## src/rtl/dma_pkg.sv

```systemverilog
// Shared DMA parameters and the pack-buffer assembler state type.
// The control and address blocks take their widths from here as well.
package dma_pkg;

    localparam int SDRAM_W    = 64;   // width of one SDRAM read beat
    localparam int MEM_W      = 256;  // width of one packed memory line
    localparam int BEATS      = 4;    // beats per line (MEM_W / SDRAM_W)
    localparam int LINE_DEPTH = 2;    // lines held by the line FIFO
    localparam int CNT_W      = 2;    // width of beat and line counters

    // Assembler state: the state index equals the number of beats held.
    typedef enum logic [1:0] {
        FILL0 = 2'd0,
        FILL1 = 2'd1,
        FILL2 = 2'd2,
        FILL3 = 2'd3
    } fill_state_e;

endpackage

```

## src/rtl/dma_line_fifo.sv

```systemverilog
// Two-entry FIFO of packed lines with a combinational head.
// Storage is never reset; only pointers and count are, and the consumer
// masks the head with the count.
module dma_line_fifo
    import dma_pkg::*;
(
    input  logic               clk_h,
    input  logic               rst_n,
    input  logic               clear,
    input  logic               push,
    input  logic               pop,
    input  logic [MEM_W-1:0]   din,
    output logic [MEM_W-1:0]   head,
    output logic [CNT_W-1:0]   count
);

    logic [MEM_W-1:0] mem_q [LINE_DEPTH];
    logic             wr_ptr_q, wr_ptr_d;
    logic             rd_ptr_q, rd_ptr_d;
    logic [CNT_W-1:0] count_q, count_d;
    logic             do_pop;
    logic             do_push;

    // A pop of an empty FIFO is ignored. A push into a full FIFO is only
    // taken when a pop frees a slot in the same cycle.
    assign do_pop  = pop && (count_q != '0);
    assign do_push = push && ((count_q < CNT_W'(LINE_DEPTH)) || do_pop);

    // Next pointer and occupancy; pointers wrap modulo 2 by their width.
    always_comb begin
        wr_ptr_d = wr_ptr_q;
        rd_ptr_d = rd_ptr_q;
        count_d  = count_q;
        if (clear) begin
            wr_ptr_d = 1'b0;
            rd_ptr_d = 1'b0;
            count_d  = '0;
        end else begin
            if (do_push) wr_ptr_d = wr_ptr_q + 1'b1;
            if (do_pop)  rd_ptr_d = rd_ptr_q + 1'b1;
            if (do_push && !do_pop)      count_d = count_q + 1'b1;
            else if (do_pop && !do_push) count_d = count_q - 1'b1;
        end
    end

    // Pointer and count registers.
    always_ff @(posedge clk_h) begin
        if (!rst_n) begin
            wr_ptr_q <= 1'b0;
            rd_ptr_q <= 1'b0;
            count_q  <= '0;
        end else begin
            wr_ptr_q <= wr_ptr_d;
            rd_ptr_q <= rd_ptr_d;
            count_q  <= count_d;
        end
    end

    // Line storage, one write port per entry; contents survive reset.
    for (genvar gi = 0; gi < LINE_DEPTH; gi++) begin : g_entry
        // Capture the incoming line into this entry when it is the write target.
        always_ff @(posedge clk_h) begin
            if (do_push && !clear && (wr_ptr_q == 1'(gi))) begin
                mem_q[gi] <= din;
            end
        end
    end

    assign head  = mem_q[rd_ptr_q];
    assign count = count_q;

endmodule

```

## src/rtl/dma_pack_buffer.sv

```systemverilog
// Packs 64-bit SDRAM read beats into 256-bit memory lines. Beats collect in
// an assembler (first beat in the low bits); the fourth beat completes the
// line, which is pushed straight into a two-entry line FIFO.
module dma_pack_buffer
    import dma_pkg::*;
(
    input  logic               clk_h,
    input  logic               rst_n,
    input  logic               clear_data,
    input  logic               sdram_valid,
    input  logic [SDRAM_W-1:0] sdram_data,
    output logic               read_ready,
    output logic               write_ready,
    output logic [MEM_W-1:0]   data_to_memory,
    input  logic               pop,
    output logic [CNT_W-1:0]   beat_cnt,
    output logic [CNT_W-1:0]   line_count,
    output logic               overflow
);

    fill_state_e      state_q, state_d;
    logic             overflow_q, overflow_d;
    logic [SDRAM_W-1:0] asm_q [BEATS-1];
    logic [MEM_W-1:0] line_w;
    logic [MEM_W-1:0] head_w;
    logic             accept;
    logic             drop;
    logic             push;
    logic             pop_ok;

    // Stall only when the FIFO is full and the next beat would complete a
    // line; pop is deliberately kept off this path.
    assign read_ready = (line_count < CNT_W'(LINE_DEPTH)) || (beat_cnt != 2'd3);
    assign accept     = sdram_valid && read_ready && !clear_data;
    assign drop       = sdram_valid && !read_ready;
    assign pop_ok     = pop && write_ready && !clear_data;

    // Assembler state register.
    always_ff @(posedge clk_h) begin
        if (!rst_n) state_q <= FILL0;
        else        state_q <= state_d;
    end

    // Assembler next state: advance one slot per accepted beat, flush on clear.
    always_comb begin
        state_d = state_q;
        if (clear_data) begin
            state_d = FILL0;
        end else if (accept) begin
            case (state_q)
                FILL0:   state_d = FILL1;
                FILL1:   state_d = FILL2;
                FILL2:   state_d = FILL3;
                default: state_d = FILL0;
            endcase
        end
    end

    // Assembler outputs: beat count is the state index; the last slot pushes.
    always_comb begin
        beat_cnt = state_q;
        push     = accept && (state_q == FILL3);
    end

    // Hold the first BEATS-1 beats; the final beat goes straight into the line.
    for (genvar gi = 0; gi < BEATS - 1; gi++) begin : g_slot
        // Capture a beat into this slot when the assembler is at this index.
        always_ff @(posedge clk_h) begin
            if (accept && (state_q == fill_state_e'(gi))) begin
                asm_q[gi] <= sdram_data;
            end
        end
        assign line_w[gi*SDRAM_W +: SDRAM_W] = asm_q[gi];
    end
    assign line_w[(BEATS-1)*SDRAM_W +: SDRAM_W] = sdram_data;

    // Sticky drop flag, cleared only by reset or flush.
    always_comb begin
        overflow_d = overflow_q | drop;
        if (clear_data) overflow_d = 1'b0;
    end

    // Overflow register.
    always_ff @(posedge clk_h) begin
        if (!rst_n) overflow_q <= 1'b0;
        else        overflow_q <= overflow_d;
    end

    dma_line_fifo u_line_fifo (
        .clk_h (clk_h),
        .rst_n (rst_n),
        .clear (clear_data),
        .push  (push),
        .pop   (pop_ok),
        .din   (line_w),
        .head  (head_w),
        .count (line_count)
    );

    // Line storage is not reset, so the head is masked when the FIFO is empty.
    assign write_ready    = (line_count != '0);
    assign data_to_memory = write_ready ? head_w : '0;
    assign overflow       = overflow_q;

endmodule

```

## config.mk

```make
export PLATFORM = sky130hd
export DESIGN_NAME = dma_pack_buffer
export DESIGN_NICKNAME = d
export VERILOG_FILES = /design/src/rtl/dma_pkg.sv /design/src/rtl/dma_line_fifo.sv /design/src/rtl/dma_pack_buffer.sv
export SDC_FILE = /design/constraint.sdc
export NUM_CORES = 1
export LEC_CHECK = 0
export ABC_AREA = 1
export CORE_UTILIZATION = 40
export CTS_CLUSTER_DIAMETER = 40
export DETAILED_ROUTE_END_ITERATION = 12
export DONT_BUFFER_PORTS = 1
export GPL_ROUTABILITY_DRIVEN = 1
export SYNTH_ARGS = -nofsm -noshare
export SYNTH_HDL_FRONTEND = slang
export SYNTH_HIERARCHICAL = 1
export SYNTH_SLANG_ARGS = --single-unit
```

## constraint.sdc

```tcl
create_clock -name clk_h -period 38.4 [get_ports clk_h]
set_clock_uncertainty 0.05 [all_clocks]
set_input_delay 9.6 -clock clk_h [delete_from_list [all_inputs] [get_ports clk_h]]
set_output_delay 9.6 -clock clk_h [all_outputs]
set_load 0.02 [all_outputs]
```

* Word-level counts from Yosys, hierarchy flattened
Memories as Yosys holds them, arrays and structs flattened. A register that Yosys moved wholly into a read port is not among the register bits.
Cells that the tools add are included.
** Operators by class
- Add/sub/neg operators :: 4
- Magnitude comparators :: 1
- Eq/ne operators :: 4
- Muxes and demuxes :: 25
- Bitwise logic cells :: 3
- Reduce and logical (&&, ||, !) cells :: 29
** Operators by type and width (count)
- 256-bit two-way mux :: 2
- 256-bit OR reduction :: 1
- 64-bit two-way mux :: 2
- 64-bit OR reduction :: 2
- 1-bit logical AND :: 16
- 1-bit two-way mux :: 16
- 2-bit two-way mux :: 4
- 2-bit case mux with 3 select lines :: 1
- 2-bit == test (second input constant) :: 2
- 1-bit zero test :: 4
- 2-bit nonzero test :: 2
- 1-bit adder (second input constant) :: 2
- 2-bit by 1-bit adder with 2-bit output (second input constant) :: 1
- 2-bit by 1-bit == test with 1-bit output (second input constant) :: 1
- 2-bit zero test :: 1
- 1-bit logical OR :: 2
- 2-bit less-than comparator (second input constant) :: 1
- 2-bit != test (second input constant) :: 1
- 1-bit inverter :: 2
- 2-bit OR reduction :: 1
- 2-bit by 1-bit subtractor with 2-bit output (second input constant) :: 1
- 1-bit OR :: 1
** Storage, ports and cells
- Bits in registers :: 7
- Bits in writable memories :: 704
- Input bits :: 69
- Output and inout port bits :: 263
- Memories :: 2
** Memories
- u_line_fifo.mem_q :: words 2, width 256, rd ports 1, clocked after memory_dff 1, write ports 1, line dma_line_fifo.sv:17 : logic [MEM_W-1:0] mem_q [LINE_DEPTH];
- asm_q :: words 3, width 64, rd ports 3, clocked after memory_dff 0, write ports 1, line dma_pack_buffer.sv:23 : logic [SDRAM_W-1:0] asm_q [BEATS-1];

* Logic depth before layout (Yosys ltp)
Gate-level depths: netlist (run 1).
- Word-level depth :: 12
- Mapped depth :: 14
- Mapped depth without buffers :: 13

* By module
The synthesis (run 1) kept the hierarchy.
** By module, submodules not included
- dma_line_fifo :: times used 1, cells an instance 833, area an instance 18808.0 sq um, sequential area each 15474.8 sq um
- dma_pack_buffer :: times used 1, cells an instance 771, area an instance 8201.6 sq um, sequential area each 5825.6 sq um

* Worst setup path before layout (run 1)
Ideal clock, no wire load.
- Path type :: input port to flip-flop
- From :: in sdram_valid
- To :: mem u_line_fifo.mem_q[0][0], enable pin
- Data arrival time :: 27.429 ns
- Path slack :: 9.735 ns
- Stages :: 6
- Path buffers :: 0
- Cell sequence :: inv_1 nor2_1 nand2_1 nor2_1 o21ai_0 nor3_1
** On the way
- Longest elaborated chain between the ends :: 10
- Elaborated cells on any way between the ends :: 14
** RTL lines
- start: declaration :: line dma_pack_buffer.sv:10 : input logic sdram_valid,
- 1-bit logical AND * (2 in series) :: line dma_pack_buffer.sv:34 : assign accept = sdram_valid && read_ready && !clear_data;
- 1-bit logical AND * :: line dma_pack_buffer.sv:62 : push = accept && (state_q == FILL3);
- named net push :: line dma_pack_buffer.sv:28 : logic push;
- 1-bit logical AND * :: line dma_line_fifo.sv:27 : assign do_push = push && ((count_q < CNT_W'(LINE_DEPTH)) || do_pop);
- 1-bit logical AND * :: line dma_line_fifo.sv:63 : if (do_push && !clear && (wr_ptr_q == 1'(gi))) begin
- 1-bit logical AND :: line dma_line_fifo.sv:63
- 1-bit two-way mux :: line dma_line_fifo.sv:63
- 1-bit two-way mux (not written as such) :: line dma_line_fifo.sv:64 : mem_q[gi] <= din;
- 256-bit OR reduction (no line)
- 1-bit two-way mux (no line)
- end: declaration :: line dma_line_fifo.sv:17
The timed path passes the listed nets; every way through them passes the cells marked *.

* Final worst setup path (run 1)
- From :: reg u_line_fifo.count_q[0], in the netlist u_line_fifo/count[0]
- To :: out data_to_memory[160]
** On the way
- Longest elaborated chain between the ends :: 2
** RTL lines
- start: declaration :: line dma_line_fifo.sv:20 : logic [CNT_W-1:0] count_q, count_d;
- start signal: assignment :: line dma_line_fifo.sv:55 : count_q <= count_d;
- 2-bit nonzero test :: line dma_pack_buffer.sv:101 : assign write_ready = (line_count != '0);
- 256-bit two-way mux :: line dma_pack_buffer.sv:102 : assign data_to_memory = write_ready ? head_w : '0;
- end: declaration :: line dma_pack_buffer.sv:14 : output logic [MEM_W-1:0] data_to_memory,
Every way passes these cells.

==> results of run 1 <==
placed cells by master, fill, tap and decap left out, types with 2 or more instances in the layout:
| cell type | count |
|---|---|
| bufinv_16 | 10 |
| nor3_2 | 2 |
| clkbuf_1 | 13 |
| inv_6 | 12 |
| a21oi_1 | 2 |
| clkinv_4 | 5 |
| clkinv_2 | 13 |
| buf_4 | 16 |
| dfxtp_1 | 7 |
| nor2_1 | 271 |
| clkinv_8 | 2 |
| clkbuf_16 | 99 |
| inv_1 | 275 |
| nand3_1 | 3 |
| clkinv_16 | 3 |
| o21ai_0 | 3 |
| nand2_1 | 11 |
| clkinvlp_4 | 11 |
| edfxtp_1 | 704 |
| clkinv_1 | 12 |
| nor2_4 | 4 |
| ha_1 | 5 |
| mux2_2 | 256 |
| buf_12 | 2 |
power breakdown:
group / internal [uW] / total (uW) / switching [uW]
clock network: 548 / 889 / 341
logic: 0.727 / 5.08 / 4.35
registers: 855 / 857 / 1.86
logic make-up (layout without fill, tap and decap cells):
group / count (synthesis) / count (layout)
compound gates: 6 / 6
xor+xnor: 1 / 1
fa+ha+maj: 5 / 5
buf+inv: 331 / 475
flops: 712 / 712
mux: 256 / 256
simple gates: 293 / 293
worst reg2reg max path, cell delays in order (launching register included):
cell and delay [ps]:
dfxtp_1 410, ha_1 260, nand2_1 300, nand2_1 290
nor2_1 140, o21ai_0 200, nor3_2 150, buf_4 760
buf_4 900, buf_4 810
final timing paths:
kind / end / depth (start not counted)
min: u_line_fifo/mem_q[0][64] / 0
min reg2reg: u_line_fifo/mem_q[0][64] / 0
max reg2reg: u_line_fifo/mem_q[0][116] / 9
max: data_to_memory[160] / 4
cell type report:
type                       count  share of cell area [%]
sequential                   712                   68.64
tap                          864                   3.483
inverter                     275                   3.326
multi-input combinational    561                   13.33
timing repair buffer          18                  0.5160
clock buffer                 112                   8.139
clock inverter                70                   2.564
flip-flops by register name, summed over array words and instances, names as in the netlist, named ones only:
| register | count |
|---|---|
| asm_q | 192 |
| u_line_fifo/wr_ptr_q | 1 |
| overflow | 1 |
| u_line_fifo/rd_ptr_q | 1 |
| u_line_fifo/mem_q | 512 |
| u_line_fifo/count | 2 |
| beat_cnt | 2 |
metal layers:
| metal | GRT usage [%] | part of all wire (%) | up-vias |
|---|---|---|---|
| li1 | - | - | 5706 |
| met1 | 17.60 | 40 | 6262 |
| met2 | 23.63 | 51 | 347 |
| met3 | 3.356 | 5.8 | 100 |
| met4 | 6.218 | 2.8 | 0 |
| met5 | 0 | 0 | - |
per-stage QoR:
step,util (%),worst slack [ps],instances
6_report,46.79,25260,2612
5_1_grt,46.79,24900,2612
3_3_place_gp,41.78,24800,2430
3_5_place_dp,41.78,24710,2430
4_1_cts,46.79,25180,2612
2_1_floorplan,-,9735,1604
==> results.yml, run 1 <==
global_routing:
  gr-total-overflow: 0
  grt_pass1_wl_mm: 73.92
  grt_use_total_pct: 14.17
  antenna_found_initial: 0
  grt_max_degree: 137
  first_global_vias: 12900
sta:
  setup_viol: 0
  tightestPinTransition_ps: 992.4
  slew_headroom_pct: 33.84
  hold_ws_ps: 349.8
  finalCritPeriodShare_pct: 34.23
  clock.fmax_mhz: 76.08
  min_period_ps: 13140
  drv_slew: 0
  rsz0062_at_grt: "no"
  finalHoldViolCount: 0
  fin_tns_setup_ps: 0
placed_design:
  io_buffers: 0
  placement.cell_area_sq_mm: 0.02771
  routabilityCongestion: 0.7352
  dp_hpwl_mm: 28.55
logic_synthesis:
  synth_ff_type: "edfxtp_1"
  ys_types: 18
  synth_commonest_cells: "704 x edfxtp_1, 275 x inv_1, 274 x nor2_1"
  yosysTopAreaCell: "edfxtp_1"
  synth_compound_area_share_pct: 0.1204
  synth_top_family_by_area: "multiplexers"
  synth_fa_ha_area_share_pct: 0.2316
  yosysSeqAreaShare_pct: 78.86
  synthSimpleGateAreaFrac_pct: 4.118
  yosys.area_share.xor_xnor_pct: 0.03243
  synth_area_leaders: "edfxtp_1 78%, mux2_2 11%, inv_1 3.8%"
  synth-edff-count: 704
  ys_ff_latch: 712
  synth_nets: 1678
  yosysWarnings: 6
  synthMuxAreaShare_pct: 10.67
  synth_area_per_cell_sq_um: 16.84
  synth_most_common_cell: "edfxtp_1"
  syn_inst: 1604
  async_flop_share_pct: 0
  syn_area_sq_mm: 0.02701
  synth_top_area_share_pct: 78.27
cells_and_area:
  multi_input_area_sq_mm: 0.004136
  diodes: 0
  syn2layout_area_growth_pct: 14.91
  fillCellCount: 5691
  regArea_sq_mm: 0.02130
  fin_area_sq_mm: 0.03104
  layout-drive-gt1-share_pct: 25.06
  nNetsFinal: 1741
critical_path:
  startpoint: "u_line_fifo/count[0]"
  crit_fanout: 76
  crit_arrival_ps: 3490
  path_class: "flop to primary output"
  startpoint_type: "flop"
  max_stage_delay_ps: 730
  required_ps: 28750
  path_common_cell: "buf_4"
  cp_slowest_cell: "buf_4"
  crit_path_end_kind: "primary output"
  critPathTopFamily: "buffers and inverters"
  cp.buffers_inverters: 2
  worstReg2RegStart: "beat_cnt[0]"
  cp_cell_sequence: "nor2_4, buf_4, buf_4, nor2_1"
  r2r_slack_ps: 33700
clocking:
  worstSkewPairLatency_ps: 640
  cts_setup_buffers: 0
  cts_buffer_depth: 3
  clk_pin_slew_ps: 50
  cts_tree: "built"
  cts_max_level: 3
  cts-hold-fix-buffers: 0
  cts_resized: 0
  numCtsBuffers: 99
  cts.sinks: 712
  cts_root_buf: "clkbuf_16"
floorplanning:
  die_x_um: 261.9
  io_pins: 332
  start_util_pct: 40.72
  die_h_um: 261.9
  rows: 94
  die-area_sq_mm: 0.06857
  core-area_sq_mm: 0.06633
power:
  p_per_area_mw_per_mm2: 56.43
  totalPowerFinal_uw: 1751
  p_leak_uw: 0.01113
  ir_worst_vdd_mv: 0.03367
drt:
  wl_per_cell_um: 19.15
  vias: 12420
  drt-initial-drc-count: 765
  final_antenna_net_count: 0
  via_per_inst: 4.753
  drt_first_pass_iters: 5
  drcViolationCount: 0
  routed_wl_mm: 50.01
flow_run:
  drv_cap: 0
run_status:
  status: "finished clean"
min_path:
  hold_class: "flop to flop"
  worstHoldStart: "asm_q[0][64]"
Note: power is estimated with default switching activity, not from simulation.
==> inputs of run 2 (changes only) <==
==> constraint.sdc (replaced) <==
create_clock -name clk_h -period 11.15 [get_ports clk_h]
set_clock_uncertainty 0.05 [all_clocks]
set_input_delay 2.7875 -clock clk_h [delete_from_list [all_inputs] [get_ports clk_h]]
set_output_delay 2.7875 -clock clk_h [all_outputs]
set_load 0.02 [all_outputs]
==> results.yml, run 2 (synthesis results as in run 1) <==
cells_and_area:
  final_util_pct: 47.16
  final_cell_mix: "704 x edfxtp_1, 275 x inv_1, 271 x nor2_1"
  syn2layout_area_growth_pct: 15.82
  nNetsFinal: 1739
  largest_reg_flops: 512
  fin_area_sq_mm: 0.03128
  fillCellCount: 5709
  layout-drive-gt1-share_pct: 25.54
  largestRegisters: "u_line_fifo/mem_q x512, asm_q x192"
  diodes: 0
  mostFrequentLayoutCell: "edfxtp_1"
  top_register: "u_line_fifo/mem_q"
clocking:
  cts_max_level: 3
  cts_resized: 0
  numCtsBuffers: 99
  cts.sinks: 712
  cts-hold-fix-buffers: 0
  clk_pin_slew_ps: 60
  cts_tree: "built"
  cts_buffer_depth: 3
  cts_setup_buffers: 0
  cts_root_buf: "clkbuf_16"
  worstSkewPairLatency_ps: 650
drt:
  drcViolationCount: 0
  drt_first_pass_iters: 5
  wl_per_cell_um: 18.74
  drt-initial-drc-count: 728
  routed_wl_mm: 49.00
  via_per_inst: 4.720
  final_antenna_net_count: 0
  vias: 12340
floorplanning:
  io_pins: 332
  die-area_sq_mm: 0.06857
  die_x_um: 261.9
  start_util_pct: 40.72
  core-area_sq_mm: 0.06633
  die_h_um: 261.9
  rows: 94
global_routing:
  use_met3_pct: 3.019
  grt_pass1_wl_mm: 72.00
  grt_max_degree: 141
  grt_use_met2_pct: 23.60
  first_global_vias: 12600
  gr-total-overflow: 0
  busiest_layer: "met2"
  grt_use_total_pct: 13.85
  antenna_found_initial: 1
  use_met1_pct: 17.06
sta:
  drv_slew: 0
  rsz0062_at_grt: "no"
  min_period_ps: 5977
  finalHoldViolCount: 0
  slew_headroom_pct: 25.95
  setup_viol: 0
  clock.fmax_mhz: 167.3
  tightestPinTransition_ps: 1111
  finalCritPeriodShare_pct: 53.60
  hold_ws_ps: 355.4
critical_path:
  crit_path_end_kind: "primary output"
  cp_slowest_cell: "dfxtp_4"
  cp_cell_sequence: "buf_4, mux2_2, inv_1, nor2_1"
  startpoint_type: "flop"
  crit_arrival_ps: 3140
  crit_fanout: 63
  path_class: "flop to primary output"
  max_stage_delay_ps: 870
  required_ps: 8310
placed_design:
  dp_hpwl_mm: 28.13
  routabilityCongestion: 0.7218
  placement.cell_area_sq_mm: 0.02772
  io_buffers: 0
flow_run:
  drv_cap: 0
power:
  p_per_area_mw_per_mm2: 198.8
  p_leak_uw: 0.01125
  ir_worst_vdd_mv: 0.1443
min_path:
  hold_class: "flop to flop"
run_status:
  status: "finished clean"
-- run 2: stage by stage --
stage          setup TNS, ps  instances  power [uW]  worst slack [ps]
2_1_floorplan       -1467140       1604        3014             -2866
3_3_place_gp               0       2428        3021              5132
3_5_place_dp               0       2428        3023              5084
4_1_cts                    0       2614        6292              5075
5_1_grt                    0       2614        6398              4924
6_report                   0       2614        6219              5173
-- run 2: final timing paths --
kind	from	endpoint	slack, ps	depth (start not counted)
max	flop	data_to_memory[18]	5170	4
min	asm_q[0][44]	u_line_fifo/mem_q[0][44]	360	0
max reg2reg	u_line_fifo/count[0]	u_line_fifo/mem_q[0][39]	7050	9
min reg2reg	asm_q[0][44]	u_line_fifo/mem_q[0][44]	360	0
-- run 2: layer usage --
metal  vias to the layer above  share of wire, %
li1                       5708                 -
met1                      6267                41
met2                       282                52
met3                        80               4.7
met4                         0               2.3
met5                         -                 0
-- run 2: worst max-delay path: cells and delay by family, from the launching register on --
family        cells  cell delay (ps)
flops             1              870
buf+inv           2              820
simple gates      1              410
mux               1              290
-- run 2: power by group --
| part | internal [uW] | switching (uW) |
|---|---|---|
| combinational | 2.24 | 14.8 |
| clock | 2040 | 1210 |
| sequential | 2940 | 6.34 |
| total | 4980 | 1230 |
-- run 2: final cells by class --
class | instances | area (sq um) | area share [%]
Clock buffer | 109 | 2546 | 8.140
Sequential cell | 712 | 21300 | 68.11
Clock inverter | 77 | 1011 | 3.232
Inverter | 275 | 1032 | 3.300
Tap cell | 864 | 1081 | 3.456
Timing Repair Buffer | 16 | 157.7 | 0.5040
Multi-Input combinational cell | 561 | 4149 | 13.26
==> RTL edit 1 (flow settings as in run 2) <==
Make the reset (`rst_n`) asynchronous in 3 clocked blocks.
--- a/src/rtl/dma_line_fifo.sv
+++ b/src/rtl/dma_line_fifo.sv
@@ -44,7 +44,7 @@
     end
 
     // Pointer and count registers.
-    always_ff @(posedge clk_h) begin
+    always_ff @(posedge clk_h or negedge rst_n) begin
         if (!rst_n) begin
             wr_ptr_q <= 1'b0;
             rd_ptr_q <= 1'b0;
--- a/src/rtl/dma_pack_buffer.sv
+++ b/src/rtl/dma_pack_buffer.sv
@@ -36,7 +36,7 @@
     assign pop_ok     = pop && write_ready && !clear_data;
 
     // Assembler state register.
-    always_ff @(posedge clk_h) begin
+    always_ff @(posedge clk_h or negedge rst_n) begin
         if (!rst_n) state_q <= FILL0;
         else        state_q <= state_d;
     end
@@ -81,7 +81,7 @@
     end
 
     // Overflow register.
-    always_ff @(posedge clk_h) begin
+    always_ff @(posedge clk_h or negedge rst_n) begin
         if (!rst_n) overflow_q <= 1'b0;
         else        overflow_q <= overflow_d;
     end
Behaviour: differs if rst_n is asserted again (counterexample within 4 cycles, from zero or initial values and one cycle with rst_n low); with rst_n held inactive, the same outputs for 4 cycles.
==> RTL edit 1 against run 2 <==
Synthesized area about the same; sequential share of layout area down 0.15 points; worst setup slack worse by 740 ps; first-iteration DRC count up 43%; count of clock-buffer cells in the layout up 3; routed wire length up 16%; sequential cell count down 1; final area up 0.29%; largest cell class unchanged.
Power is not compared: it rests on default switching activity, and its combinational part moved more than twofold at a synthesized area within 25%.
==> RTL edit 1: results (changes against run 2) <==
Status
  – Status: finished clean

Min path
  – Min-delay src: asm_q[0][138]
  – Worst min-delay path endpoint: u_line_fifo/mem_q[1][138]

Detailed routing
  – Drt via density: 4.70 (-0.44%)
  – Routed Wire Length: 56.7 mm (+16%)

Final layout
  – Inverter count: 272 (-1.1%)
  – Seq_cells: 711 (-0.14%)
  – Non-clock buffers: 20 (+4)
  – Clock buffer cells: 112 (+2.8%)
  – Clk tree area frac: 0.116 (+0.00206)
  – Non-clk buf share: 0.00518 (+0.000145)
  – Fraction of layout cells with a size suffix above 1: 0.0948 (-0.161)
  – Final nets: 2,250 (+29%)

Clock network
  – CTS Buf Count: 104 (+5.1%)

Logic synthesis
  – Top post-synthesis cells by count: nand2_1 (779), edfxtp_1 (704), inv_1 (269)
  – Distinct cells, synth: 23 (+5)
  – Cell count after synthesis: 2,136 (+33%)

Timing
  – Slew margin rel.: 0.202 (-0.0578)
  – Min Hold Slack: 365 ps (+9.18 ps)

GRT
  – GRT Util Overall: 0.162 (+0.0236)
  – Initial antenna violation count: 0 (-1)
  – First-pass GRT wire length: 83.8 mm (+16%)
  – Pin count of the biggest net entering global routing: 173 (+23%)

Setup path
  – Cells on worst reg2reg path: 10 (+1)
  – Worst R2R Start: beat_cnt[0]
  – Crit path to: data_to_memory[69]

Placement
  – Post-DP HPWL: 31.7 mm (+13%)
  – Placer Congestion: 0.789 (+9.3%)
[RTL edit 1: cell count changes after synthesis, sizes merged, moves of 2 or more]
cell    change
nand4       +2
a21oi       +2
nand2     +771
nor3        -3
clkbuf      +2
dfrtp       +7
nor2       -11
dfxtp       -8
nand3       +5
inv         -3
buf        +27
mux2      -256
[RTL edit 1: logic make-up (layout without fill, tap and decap cells)]
group,count (synthesis),in the layout,share of synthesized area
and+or+nand+nor,1057,1057,0.148
AOI/OAI and AO/OA,7,7,0.00190
adders and majority gates,4,4,0.00185
DFF,711,711,0.789
buffers and inverters,357,489,0.0585
[RTL edit 1: metal layers]
metal	vias up	global-route usage	wire, um
met5	-	0	0
met4	0	0.0686	1530
met3	97	0.0342	3320
met2	470	0.270	28300
met1	7149	0.205	23600
li1	7000	-	-
[RTL edit 1: worst max-delay path, stage by stage (launching register included)]
cell	delay, ps
dfrtp_4	660
inv_8	730
buf_4	870
nand2_1	120
nand2_1	100
inv_1	60
nor2_1	390
==> RTL edit 2 (flow settings as in run 2) <==
Made on the original files. Register the output `beat_cnt`, cleared by the reset; this adds one clock of latency there. The other outputs are not delayed to match.
--- a/src/rtl/dma_pack_buffer.sv
+++ b/src/rtl/dma_pack_buffer.sv
@@ -18,6 +18,8 @@
     output logic               overflow
 );
 
+    logic [CNT_W-1:0] beat_cnt_d;
+
     fill_state_e      state_q, state_d;
     logic             overflow_q, overflow_d;
     logic [SDRAM_W-1:0] asm_q [BEATS-1];
@@ -30,7 +32,7 @@
 
     // Stall only when the FIFO is full and the next beat would complete a
     // line; pop is deliberately kept off this path.
-    assign read_ready = (line_count < CNT_W'(LINE_DEPTH)) || (beat_cnt != 2'd3);
+    assign read_ready = (line_count < CNT_W'(LINE_DEPTH)) || (beat_cnt_d != 2'd3);
     assign accept     = sdram_valid && read_ready && !clear_data;
     assign drop       = sdram_valid && !read_ready;
     assign pop_ok     = pop && write_ready && !clear_data;
@@ -58,7 +60,7 @@
 
     // Assembler outputs: beat count is the state index; the last slot pushes.
     always_comb begin
-        beat_cnt = state_q;
+        beat_cnt_d = state_q;
         push     = accept && (state_q == FILL3);
     end
 
@@ -102,5 +104,13 @@
     assign data_to_memory = write_ready ? head_w : '0;
     assign overflow       = overflow_q;
 
+    always_ff @(posedge clk_h) begin
+        if (!rst_n) begin
+            beat_cnt <= '0;
+        end else begin
+            beat_cnt <= beat_cnt_d;
+        end
+    end
+
 endmodule
 
Check against the original RTL: not equivalent (a bounded check fails within 4 cycles, from zero or initial values and one cycle with rst_n low).
==> RTL edit 2 against run 2 <==
Final area barely moved; total power barely moved; fmax fell by 2.0%; clock power barely moved; sequential share of layout area rose by 0.068 points; highest routed layer unchanged; synthesized area rose by 0.20%; worst setup slack got worse by 120 ps; core utilization fell by 0.46 points; sequential cell count rose by 2; critical path type unchanged; routed wire length rose by 1.4%.
==> RTL edit 2: results (changes against run 2) <==
Final layout
  – Non-clk buf share: 0.00528 (+0.000235)
  – Final nets: 1,744 (+0.29%)
  – Fraction of area in registers: 0.682 (about the same)
  – Seq_cells: 714 (+0.28%)
  – Fraction of layout cells with a size suffix above 1: 0.255 (-0.000728)
  – Final instance area: 31,300 um^2 (about the same)
  – #MultiIn Comb: 563 (+0.36%)
  – Non-clock buffers: 17 (+1)
  – Clk tree area frac: 0.112 (-0.00158)
  – Inverter count: 277 (+0.73%)
  – Fillers: 5,740 (+0.54%)

Clock network
  – Maximum root-to-sink buffer count: 3 (unchanged)
  – CTS Buf Count: 97 (-2.0%)
  – Clock latency on the worst-skew pair: 640 ps

Placement
  – Placed Area: 27,800 um^2 (+0.27%)
  – Placer Congestion: 0.752 (+4.2%)

Setup path
  – CP arrival: 3260 ps (+120 ps)
  – Max incr delay on CP: 900 ps (+30 ps)
  – Critical path fanouts, max: 67 (+6.3%)

Timing
  – Worst slew pin tran: 1150 ps (+43.0 ps)

GRT
  – GRT Util Overall: 0.140 (+0.00102)
  – Met2 global-route usage: 0.238 (+0.00230)
  – Pin count of the biggest net entering global routing: 134 (-5.0%)
  – Initial antenna violation count: 0 (-1)
  – Met1 GRT Util: 0.172 (+0.00174)
  – Vias in the first global route: 12.5k (-0.60%)
  – Met3 GRT Util: 0.0291 (-0.00106)

Power
  – Leakage: 11.3 nW (+0.17%)
  – Switching Power: 1.22 mW (-1.2%)
  – Peak supply drop: 161 uV (+12%)

Logic synthesis
  – Post-Synth Adder-Cell Area: 0.00231 (-0.00000471)
  – Synth Area in XOR/XNOR: 0.000324 (-0.000000660)
  – Top post-synthesis cells by count: edfxtp_1 (704), inv_1 (277), nor2_1 (274)
  – Post-synthesis mux area share: 0.107 (-0.000217)
  – Sequential fraction of the synthesis area: 0.788 (about the same)
  – Post-synthesis compound-gate area fraction: 0.00120 (-0.00000245)
  – Area contributors post-synth: edfxtp_1 (78%), mux2_2 (11%), inv_1 (3.8%)

Detailed routing
  – Drt via density: 4.70 (-0.36%)
  – Met3 WL post-DR: 2.22 mm (-3.2%)
  – DRT Pass-1 Iters: 6 (+1)
  – Metal-1 WL: 20.5 mm (+0.83%)
  – Starting DRT DRC Count: 741 (+1.8%)
  – Routed Wire Length: 49.7 mm (+1.4%)

Status
  – Status: finished clean
-- RTL edit 2: cell types whose count changed after synthesis --
cell,run 2,this run
dfxtp_1,8,10
nand2_1,11,13
inv_1,275,277
-- RTL edit 2: stage by stage --
stage | cells | power, mW | util | TNS, ps | setup WS [ps]
floorplan | 1610 | 3.02 | - | -1467140 | -2870
global placement | 2444 | 3.03 | 0.415 | 0 | 5110
detailed placement | 2444 | 3.03 | 0.415 | 0 | 5060
CTS | 2628 | 6.29 | 0.467 | 0 | 4980
global route | 2628 | 6.40 | 0.467 | 0 | 4850
finish | 2628 | 6.22 | 0.467 | 0 | 5050
-- RTL edit 2: worst paths after layout --
path,startpoint,endpoint,slack (ps),depth (start not counted)
worst min-delay path,asm_q[0][173],u_line_fifo/mem_q[0][173],380,0
worst max-delay path,flip-flop,data_to_memory[22],5050,4
worst min register to register,asm_q[0][173],u_line_fifo/mem_q[0][173],380,0
worst max register to register,u_line_fifo/count[0],u_line_fifo/mem_q[1][25],7110,9
